<file path="src/rtl/phy_rx_lanes_if.sv">
// Bundle of the receiver's serial inputs and its word/status outputs.
// master = the side driving the lanes, slave = the receiver itself.
interface phy_rx_lanes_if #(
    parameter int LANES  = 2,
    parameter int WORD_W = 32
);
    logic [LANES-1:0]  serial_in;
    logic [WORD_W-1:0] data_out;
    logic              valid_out;
    logic [LANES-1:0]  lane_active;
    logic [LANES-1:0]  overflow;
    logic [LANES-1:0]  align_err;

    modport master (
        output serial_in,
        input  data_out, valid_out, lane_active, overflow, align_err
    );

    modport slave (
        input  serial_in,
        output data_out, valid_out, lane_active, overflow, align_err
    );
endinterface

</file>
<file path="src/rtl/phy_rx_lanes.sv">
// Multi-lane serial receiver: per-lane COM alignment, byte/word assembly,
// skew-absorbing lane FIFOs and a strict round-robin unstriper.
module phy_rx_lanes #(
    parameter int          LANES      = 2,
    parameter int          WORD_W     = 32,
    parameter logic [7:0]  COM        = 8'hBC,
    parameter int          LOCK_COUNT = 4,
    parameter int          FIFO_DEPTH = 4
) (
    input  logic       clk_32f,
    input  logic       reset_L,
    phy_rx_lanes_if.slave bus
);

    localparam int BYTES = WORD_W / 8;
    localparam int BIW   = (BYTES > 1) ? $clog2(BYTES) : 1;
    localparam int CW    = $clog2(LOCK_COUNT + 1);
    localparam int AW    = (FIFO_DEPTH > 1) ? $clog2(FIFO_DEPTH) : 1;
    localparam int CNTW  = $clog2(FIFO_DEPTH + 1);
    localparam int PW    = (LANES > 1) ? $clog2(LANES) : 1;

    typedef enum logic [1:0] {SEARCH, LOCKING, ACTIVE} laneState_e;

    laneState_e        state_q   [LANES];
    logic [6:0]        shift_q   [LANES];
    logic [2:0]        bitCnt_q  [LANES];
    logic [CW-1:0]     comCnt_q  [LANES];
    logic [BIW-1:0]    byteIdx_q [LANES];
    logic [WORD_W-1:0] acc_q     [LANES];
    logic [WORD_W-1:0] mem_q     [LANES][FIFO_DEPTH];
    logic [AW-1:0]     wrIdx_q   [LANES];
    logic [AW-1:0]     rdIdx_q   [LANES];
    logic [CNTW-1:0]   count_q   [LANES];
    logic [LANES-1:0]  wordValid_q;
    logic [LANES-1:0]  active_q;
    logic [LANES-1:0]  overflow_q;
    logic [LANES-1:0]  alignErr_q;
    logic [PW-1:0]     rrPtr_q;
    logic [WORD_W-1:0] dataOut_q;
    logic              validOut_q;

    logic [7:0]        testByte [LANES];
    logic [WORD_W-1:0] nextAcc  [LANES];
    logic [LANES-1:0]  boundary;
    logic [LANES-1:0]  full;
    logic [LANES-1:0]  empty;
    logic [LANES-1:0]  push;
    logic [LANES-1:0]  drop;
    logic [LANES-1:0]  pop;
    logic              popValid;
    logic [WORD_W-1:0] headWord;

    // The byte under test includes the bit arriving on this edge, so alignment
    // decisions and word completion happen on the edge that samples the last bit.
    always_comb begin
        popValid = 1'b0;
        headWord = '0;
        for (int i = 0; i < LANES; i++) begin
            testByte[i] = {shift_q[i], bus.serial_in[i]};
            nextAcc[i]  = (acc_q[i] << 8) | WORD_W'(testByte[i]);
            boundary[i] = (bitCnt_q[i] == 3'd7);
            empty[i]    = (count_q[i] == '0);
            full[i]     = (count_q[i] == CNTW'(FIFO_DEPTH));
        end
        popValid = (&active_q) && !empty[rrPtr_q];
        headWord = mem_q[rrPtr_q][rdIdx_q[rrPtr_q]];
        for (int i = 0; i < LANES; i++) begin
            pop[i]  = popValid && (rrPtr_q == PW'(i));
            push[i] = wordValid_q[i] && (!full[i] || pop[i]);
            drop[i] = wordValid_q[i] && full[i] && !pop[i];
        end
    end

    always_ff @(posedge clk_32f or negedge reset_L) begin
        if (!reset_L) begin
            for (int i = 0; i < LANES; i++) begin
                state_q[i]   <= SEARCH;
                shift_q[i]   <= '0;
                bitCnt_q[i]  <= '0;
                comCnt_q[i]  <= '0;
                byteIdx_q[i] <= '0;
                acc_q[i]     <= '0;
                wrIdx_q[i]   <= '0;
                rdIdx_q[i]   <= '0;
                count_q[i]   <= '0;
                for (int d = 0; d < FIFO_DEPTH; d++) begin
                    mem_q[i][d] <= '0;
                end
            end
            wordValid_q <= '0;
            active_q    <= '0;
            overflow_q  <= '0;
            alignErr_q  <= '0;
            rrPtr_q     <= '0;
            dataOut_q   <= '0;
            validOut_q  <= 1'b0;
        end else begin
            for (int i = 0; i < LANES; i++) begin
                shift_q[i]     <= testByte[i][6:0];
                wordValid_q[i] <= 1'b0;

                case (state_q[i])
                    SEARCH: begin
                        if (testByte[i] == COM) begin
                            bitCnt_q[i] <= '0;
                            comCnt_q[i] <= CW'(1);
                            if (LOCK_COUNT == 1) begin
                                state_q[i]  <= ACTIVE;
                                active_q[i] <= 1'b1;
                            end else begin
                                state_q[i] <= LOCKING;
                            end
                        end
                    end
                    LOCKING: begin
                        bitCnt_q[i] <= bitCnt_q[i] + 3'd1;
                        if (boundary[i]) begin
                            if (testByte[i] == COM) begin
                                comCnt_q[i] <= comCnt_q[i] + CW'(1);
                                if (comCnt_q[i] == CW'(LOCK_COUNT - 1)) begin
                                    state_q[i]  <= ACTIVE;
                                    active_q[i] <= 1'b1;
                                end
                            end else begin
                                state_q[i]  <= SEARCH;
                                comCnt_q[i] <= '0;
                            end
                        end
                    end
                    ACTIVE: begin
                        bitCnt_q[i] <= bitCnt_q[i] + 3'd1;
                        if (boundary[i]) begin
                            // A COM in the middle of a word means the partial word is garbage.
                            if (testByte[i] == COM) begin
                                if (byteIdx_q[i] != '0) begin
                                    byteIdx_q[i]  <= '0;
                                    alignErr_q[i] <= 1'b1;
                                end
                            end else begin
                                acc_q[i] <= nextAcc[i];
                                if (byteIdx_q[i] == BIW'(BYTES - 1)) begin
                                    wordValid_q[i] <= 1'b1;
                                    byteIdx_q[i]   <= '0;
                                end else begin
                                    byteIdx_q[i] <= byteIdx_q[i] + BIW'(1);
                                end
                            end
                        end
                    end
                    default: state_q[i] <= SEARCH;
                endcase

                // acc_q is untouched on the edge after completion, so it still holds the word.
                if (push[i]) begin
                    mem_q[i][wrIdx_q[i]] <= acc_q[i];
                    wrIdx_q[i] <= (wrIdx_q[i] == AW'(FIFO_DEPTH - 1)) ? '0 : wrIdx_q[i] + AW'(1);
                end
                if (drop[i]) begin
                    overflow_q[i] <= 1'b1;
                end
                if (pop[i]) begin
                    rdIdx_q[i] <= (rdIdx_q[i] == AW'(FIFO_DEPTH - 1)) ? '0 : rdIdx_q[i] + AW'(1);
                end
                case ({push[i], pop[i]})
                    2'b10:   count_q[i] <= count_q[i] + CNTW'(1);
                    2'b01:   count_q[i] <= count_q[i] - CNTW'(1);
                    default: count_q[i] <= count_q[i];
                endcase
            end

            if (popValid) begin
                dataOut_q  <= headWord;
                validOut_q <= 1'b1;
                rrPtr_q    <= (rrPtr_q == PW'(LANES - 1)) ? '0 : rrPtr_q + PW'(1);
            end else begin
                validOut_q <= 1'b0;
            end
        end
    end

    assign bus.data_out    = dataOut_q;
    assign bus.valid_out   = validOut_q;
    assign bus.lane_active = active_q;
    assign bus.overflow    = overflow_q;
    assign bus.align_err   = alignErr_q;

endmodule

</file>
<file path="src/flat_wrapper.sv">
// flat-port wrapper written by rule: the top's interface ports become plain ports
module phy_rx_lanes_flat 
#(
    parameter int          LANES      = 2,
    parameter int          WORD_W     = 32,
    parameter logic [7:0]  COM        = 8'hBC,
    parameter int          LOCK_COUNT = 4,
    parameter int          FIFO_DEPTH = 4
)
  (clk_32f, reset_L, bus_serial_in, bus_data_out, bus_valid_out, bus_lane_active, bus_overflow, bus_align_err);
  phy_rx_lanes_if #(.LANES(LANES), .WORD_W(WORD_W)) bus_i ();
  input  logic clk_32f;
  input  logic reset_L;
  input wire logic [$bits(bus_i.serial_in)-1:0] bus_serial_in;
  output wire logic [$bits(bus_i.data_out)-1:0] bus_data_out;
  output wire logic [$bits(bus_i.valid_out)-1:0] bus_valid_out;
  output wire logic [$bits(bus_i.lane_active)-1:0] bus_lane_active;
  output wire logic [$bits(bus_i.overflow)-1:0] bus_overflow;
  output wire logic [$bits(bus_i.align_err)-1:0] bus_align_err;
  assign bus_i.serial_in = bus_serial_in;
  assign bus_data_out = bus_i.data_out;
  assign bus_valid_out = bus_i.valid_out;
  assign bus_lane_active = bus_i.lane_active;
  assign bus_overflow = bus_i.overflow;
  assign bus_align_err = bus_i.align_err;
  phy_rx_lanes #(.LANES(LANES), .WORD_W(WORD_W), .COM(COM), .LOCK_COUNT(LOCK_COUNT), .FIFO_DEPTH(FIFO_DEPTH)) u_core (.clk_32f(clk_32f), .reset_L(reset_L), .bus(bus_i));
endmodule
</file>
<file path="config.mk">
export PLATFORM = sky130hd
export DESIGN_NAME = phy_rx_lanes_flat
export DESIGN_NICKNAME = d
export VERILOG_FILES = /design/src/rtl/phy_rx_lanes_if.sv /design/src/rtl/phy_rx_lanes.sv /design/src/flat_wrapper.sv
export SDC_FILE = /design/constraint.sdc
export NUM_CORES = 1
export LEC_CHECK = 0
export ABC_AREA = 0
export CORE_MARGIN = 3
export CORE_UTILIZATION = 30
export CTS_CLUSTER_SIZE = 28
export DETAILED_ROUTE_END_ITERATION = 10
export PLACE_DENSITY = 0.55
export REMOVE_ABC_BUFFERS = 1
export SLEW_MARGIN = 10
export SYNTH_ARGS = -nofsm -noshare
export SYNTH_HDL_FRONTEND = slang
export SYNTH_SLANG_ARGS = --single-unit
export TNS_END_PERCENT = 30
</file>
<file path="constraint.sdc">
create_clock -name clk_32f -period 3 [get_ports clk_32f]
set_input_delay 0.3 -clock clk_32f [delete_from_list [all_inputs] [get_ports clk_32f]]
set_output_delay 0.3 -clock clk_32f [all_outputs]
set_load 0.03 [all_outputs]
</file>
* Word-level counts from Yosys, hierarchy flattened *
Cells that the tools add are included.

word-level totals
  flip-flop bits (word level) = 410
  word-level logic and storage cells = 207

cells by class
  reductions and logical operators = 47
  order comparisons = 7
  $add $sub $neg = 15
  equal/unequal tests = 30
  bitwise operators = 11
  multiplexer cells = 61

operators with widths
  operator             number
  $mux 128             3
  $bwmux 128           2
  $demux 32 s2         2
  $mux 32              4
  $bmux 32 s2          1
  $or 32x8->32         2
  $mux 2               21
  $pmux 3 s2           6
  $mux 3               8
  $reduce_and 4->1     6
  $eq 2x2->1 const B   10
  $add 3x1->3 const B  6
  $reduce_and 3->1     6
  $eq 8x8->1 const B   2
  $reduce_bool 2->1    8
  $add 2x1->2 const B  6
  $eq 3x3->1 const B   4
  $mux 1               12
  $pmux 2 s3           2
  $logic_and 1x1->1    11
  $ge 3x3->1 const B   3
  $not 2->3            3
  $eq 2x1->1 const B   4
  $ne 2x1->1 const B   4
  other kinds (16)     35

* Depth between registers and ports, before layout *
  depth after elaboration = 10
  gate-level depth with buffers = 11

* Least setup slack after synthesis *
OpenSTA, ideal clock, no wires.

  path type = reg-to-reg
  start point = register u_core.active_q[0], in the netlist u_core.bus.lane_active[0]
  end point = register u_core.count_q[2] (netlist bit)
  slack = 763 ps
  library setup time = 80 ps
  required time = 2920 ps
  arrival = 2157 ps
  stages on the path, launching flop included = 11
  path buffers = 0
  cell sequence = dfrtp_1 -> nand2_1 -> a311oi_1 -> nand2_1 -> inv_1 -> ha_1 -> inv_1 -> fa_1 -> xor2_1 -> nor2_1 -> xnor2_1

on the way
  longest elaborated chain between the ends = 7
  elaborated cells between the ends (all ways) = 9

ends and longest elaborated chain
  item                                                    RTL line             source
  start, declared                                         phy_rx_lanes.sv:35   logic [LANES-1:0] active_q;
  start signal, assigned                                  phy_rx_lanes.sv:91   active_q <= '0;
  start signal, assigned by index                         phy_rx_lanes.sv:109  active_q[i] <= 1'b1;
  start signal, assigned by index                         phy_rx_lanes.sv:122  active_q[i] <= 1'b1;
  $reduce_and 2->1 (*)                                    phy_rx_lanes.sv:65   popValid = (&active_q) && !empty[rrPtr_q];
  $logic_and 1x1->1 (*)                                   phy_rx_lanes.sv:65
  $logic_and 1x1->1 (*)                                   phy_rx_lanes.sv:68   pop[i] = popValid && (rrPtr_q == PW'(i));
  via u_core.pop[1]                                       phy_rx_lanes.sv:49   logic [LANES-1:0] pop;
  $logic_or 1x1->1                                        phy_rx_lanes.sv:69   push[i] = wordValid_q[i] && (!full[i] || pop[i]);
  $logic_and 1x1->1                                       phy_rx_lanes.sv:69
  $eq 2x1->1 / $eq 2x2->1 (equally long branches)         phy_rx_lanes.sv:164  case ({push[i], pop[i]})
  $pmux 3 s2 / $reduce_bool 2->1 (equally long branches)  n/a
  end signal, assigned by index                           phy_rx_lanes.sv:165  2'b10: count_q[i] <= count_q[i] + CNTW'(1);
  end signal, assigned by index                           phy_rx_lanes.sv:166  2'b01: count_q[i] <= count_q[i] - CNTW'(1);
  end signal, assigned by index                           phy_rx_lanes.sv:167  default: count_q[i] <= count_q[i];
  end, declared                                           phy_rx_lanes.sv:33   logic [CNTW-1:0] count_q [LANES];

Mark *: on every way through the listed nets, which the timed path passes. The rest lies on a longest branch.
A chain may end at the register's enable or synchronous reset.

* Worst setup path after layout *
  start point = register u_core.rrPtr_q
  end point = register u_core.count_q[2] (netlist bit)

on the way
  longest elaborated chain between the ends = 9
  elaborated cells between the ends (all ways) = 11

ends and longest elaborated chain
  item                                                    RTL line             source
  start, declared                                         phy_rx_lanes.sv:38   logic [PW-1:0] rrPtr_q;
  start signal, assigned                                  phy_rx_lanes.sv:174  rrPtr_q <= (rrPtr_q == PW'(LANES - 1)) ? '0 : rrPtr_q + PW'(1);
  $mux 1 (not written as such) (2 in series)              phy_rx_lanes.sv:65
  $logic_not 1->1                                         phy_rx_lanes.sv:65
  $logic_and 1x1->1                                       phy_rx_lanes.sv:65
  $logic_and 1x1->1 (*)                                   phy_rx_lanes.sv:68
  via u_core.pop[1]                                       phy_rx_lanes.sv:49
  $logic_or 1x1->1                                        phy_rx_lanes.sv:69
  $logic_and 1x1->1                                       phy_rx_lanes.sv:69
  $eq 2x1->1 / $eq 2x2->1 (equally long branches)         phy_rx_lanes.sv:164
  $pmux 3 s2 / $reduce_bool 2->1 (equally long branches)  n/a

Mark *: on every way through the listed nets, which the timed path passes. The rest lies on a longest branch. The select of a mux whose other input is x is not followed.

==> out/qor.log <==
qor: run_status.status completed
qor: place.dp.final_hpwl 25820 µm
qor: sta.worst_slew_pin_slew 880.1 ps
qor: global_routing.antenna_found_initial 0
qor: final_layout.antenna-diode-count 0
qor: sta.post-route-period-util 0.8175
qor: synthesis.netlist_area 0.01846 mm²
qor: synthesis.synth_edf_count 0
qor: final_layout.drive_gt1_frac 0.3398
qor: final_layout.non_filler_instances 2130
qor: power_and_ir_drop.netSwitchingPower 2480 µW
qor: route.avgRoutedWirePerCell 20.23 µm
qor: place.port-buffer-count 42
qor: place.finalWeightedCongestion 0.7183
qor: floorplanning.die_h 254.1 µm
qor: sta.grt_setup_unrepaired false
qor: setup_path.crit_arrival 2940 ps
qor: clock_tree.clockBufferDepth 3
qor: synthesis.synth_seq_cells 410
qor: sta.maxClockFrequency 0.4077 GHz
qor: run.max-cap-violations 0
qor: synthesis.yosys_most_used_dff dfrtp_1
qor: global_routing.grt_pass1_wl 68100 µm
qor: synthesis.synthArstFlopShare 1.000
qor: setup_path.critical_path.max_fanout 44
qor: final_layout.final_nets 1348
qor: sta.final-max-slew-violation-count 0
qor: floorplanning.core 0.06058 mm²
qor: clock_tree.cts.sinks 410
qor: power_and_ir_drop.netSwitchingFraction 0.2165
qor: global_routing.grt_pass1_vias 11190
qor: route.drt_first_iter_violations 535
qor: clock_tree.clock_pin_slew_of_the_registers_on_the_worst_case_setup_and_hold_paths 60 ps
qor: floorplanning.io_count 43
qor: setup_path.setup.worst_path.end_class register
qor: floorplanning.total_die_area 0.06455 mm²
qor: sta.setup-violations-final 0
qor: synthesis.synth_seq_area_share 0.5557
qor: global_routing.gr-usage-all-layers 0.1359
qor: final_layout.flow.area_growth_from_synthesis 16.22%
qor: clock_tree.post_cts.resized_instances 0
qor: power_and_ir_drop.pwr-share-comb 0.025
qor: synthesis.synthesis.yosys.warnings 0
qor: power_and_ir_drop.max-vdd-ir-drop 334.6 µV
qor: floorplanning.rows 90
qor: power_and_ir_drop.clock_power_frac 0.488
qor: route.drt-vias-per-instance 4.969
qor: route.drcViolationCount 0
qor: synthesis.yosysUniqueCellTypes 55
qor: power_and_ir_drop.total_power 11450 µW
qor: synthesis.synthCells 1264
qor: place.dpl.cell_count 2046
qor: route.antenna_left 0
qor: clock_tree.root_buffer clkbuf_16
qor: power_and_ir_drop.share_seq_of_total_power 0.488
qor: sta.hold_violations 0
qor: min_path.min_delay_path_class input port to register
qor: route.drt_pass1_iterations 4
qor: clock_tree.total_cts_buffers 45
qor: setup_path.worstSetupPathType register to register
qor: clock_tree.worst_skew_pair.late_latency 570 ps
qor: sta.maxSlewHeadroom 0.4132
qor: global_routing.grt_max_degree 98
qor: synthesis.syn_avg_cell_area 14.61 µm²
qor: setup_path.timing.critical_path.from_type register
qor: route.detailroute.via_count 10580
qor: floorplanning.initial_utilization 0.3047
qor: global_routing.grt_overflow_total 0
qor: route.drt-total-wl 43090 µm
qor: setup_path.cp_data_required_time 3480 ps
qor: power_and_ir_drop.cellInternalPower 8971 µW
qor: power_and_ir_drop.leakagePower 0.01008 µW
qor: sta.fin_worst_skew 18.81 ps
qor: floorplanning.fp.dieW 254.1 µm
qor: clock_tree.h_tree_levels 2
qor: power_and_ir_drop.pwr_density_cell 533.6 mW/mm²
qor: clock_tree.tritoncts yes
qor: sta.final_period_minus_worst_setup_slack 2453 ps
==> Yosys cell counts, types with 23 or more instances <==
cell	instances	share of area
a211oi_1	64	0.026
nand2_1	23	0.0047
nor2b_1	32	0.011
o221ai_1	32	0.015
buf_2	36	0.0098
ha_1	30	0.020
o22a_1	34	0.016
mux2i_1	97	0.053
inv_1	31	0.0063
clkbuf_1	24	0.0049
dfrtp_1	410	0.56
mux2_4	120	0.098
mux2_2	205	0.13
==> cells in the final DEF, fill, tap and decap left out, types with 3 or more instances in the layout <==
cell / count
mux2_4: 120
clkinv_2: 6
mux2i_1: 97
ha_1: 30
mux2_2: 205
and2_1: 5
inv_1: 31
a31o_2: 4
o2bb2ai_1: 3
nand2_2: 4
o21ai_0: 11
clkdlybuf4s50_1: 41
o221ai_1: 32
dfrtp_1: 407
nor2b_1: 32
buf_4: 18
nand2b_1: 8
a21oi_1: 5
a22o_1: 11
xnor2_1: 3
clkbuf_8: 15
nor2_1: 14
clkbuf_1: 12
o22ai_1: 4
nand2_1: 19
xor2_1: 3
o22a_1: 34
clkbuf_16: 47
nand2_4: 4
buf_12: 17
a211oi_1: 64
==> path summary, 6_finish.rpt <==
kind	startpoint	to	slack [ps]	cells after the start
worst max-delay path	u_core.rrPtr_q$_DFFE_PN0N_	u_core.count_q[2]$_DFFE_PN0P_	550	9
worst min-delay path	bus_serial_in[0]	u_core.shift_q[7]$_DFF_PN0_	300	1
worst max register to register	u_core.rrPtr_q$_DFFE_PN0N_	u_core.count_q[2]$_DFFE_PN0P_	550	9
worst min register to register	u_core.shift_q[1]$_DFF_PN0_	u_core.shift_q[2]$_DFF_PN0_	400	0
max in group asynchronous	reset_L	u_core.mem_q[189]$_DFFE_PN0P_	1630	3
min in group asynchronous	reset_L	u_core.count_q[4]$_DFFE_PN0P_	400	2
==> registers in the layout, summed over array words and instances, names as in the netlist <==
signal / count
u_core.bus.align_err: 2
u_core.mem_q: 256
u_core.bus.valid_out: 1
u_core.shift_q: 14
u_core.bitCnt_q: 6
u_core.state_q: 4
u_core.bus.overflow: 2
u_core.rdIdx_q: 4
u_core.wordValid_q: 2
u_core.bus.data_out: 32
u_core.bus.lane_active: 2
u_core.comCnt_q: 6
u_core.count_q: 6
u_core.byteIdx_q: 4
u_core.rrPtr_q: 1
u_core.acc_q: 64
u_core.wrIdx_q: 4
==> power groups by stage <==
stage / Combinational, µW / Sequential [µW] / Clock (µW)
final: 281 / 5580 / 5590
after global placement: 282 / 5680 / 0
after global routing: 323 / 5580 / 5970
after CTS: 290 / 5580 / 5750
after floorplan: 115 / 5670 / 0
after detailed placement: 288 / 5680 / 0
==> timing repair <==
| action | 4_1_cts | 5_1_grt |
|---|---|---|
| buffers inserted | 0 | 0 |
| hold endpoints to repair | 86 | 0 |
| hold buffers | 1 | 0 |
==> worst max-delay path, cell delays in order, from the launching register on <==
cell and delay, ps:
dfrtp_2 450, buf_4 530, nand2_1 270, inv_1 120
ha_1 190, inv_1 60, fa_1 370, xor2_1 150
nor2_1 110, xnor2_1 120
==> routing by layer <==
layer | wire length, µm | vias up | global-route usage
met1 | 21400 | 5635 | 0.1959
li1 | - | 4760 | -
met5 | 0 | - | 0
met4 | 746 | 0 | 0.03440
met3 | 1224 | 60 | 0.02037
met2 | 19720 | 129 | 0.2145
==> area by class of cell <==
cell class | instances | area, µm²
tap | 782 | 978.4
inverter | 31 | 116.4
timing repair buffer | 78 | 910.9
multi-input combinational | 746 | 7677
clock buffer | 74 | 1428
sequential | 410 | 10270
fill | 5759 | 39130
clock inverter | 9 | 77.57
==> cell families (layout without fill, tap and decap cells) <==
kind of cell,count (synthesis),after routing,share of synthesized area
simple gates,102,102,0.03253
fa+ha+maj,32,32,0.02250
flops,410,410,0.5557
buf+inv,108,192,0.03030
mux,422,422,0.2752
xor+xnor,6,6,0.002847
compound gates,184,184,0.08085
==> through the flow <==
stage               setup WS, ps  hold slack, ps  TNS, ps  instance area, µm²  utilization
detailed placement         434.6           391.4        0               19940       0.3292
floorplan                  -4084           4.409  -142630               18020            -
CTS                        520.6           277.4        0               21460       0.3542
finish                     547.4           300.8        0               21460       0.3542
global placement           492.6           389.4        0               19940       0.3292
global route               352.2           304.2        0               21460       0.3542
Power figures use the tool's default switching activity.
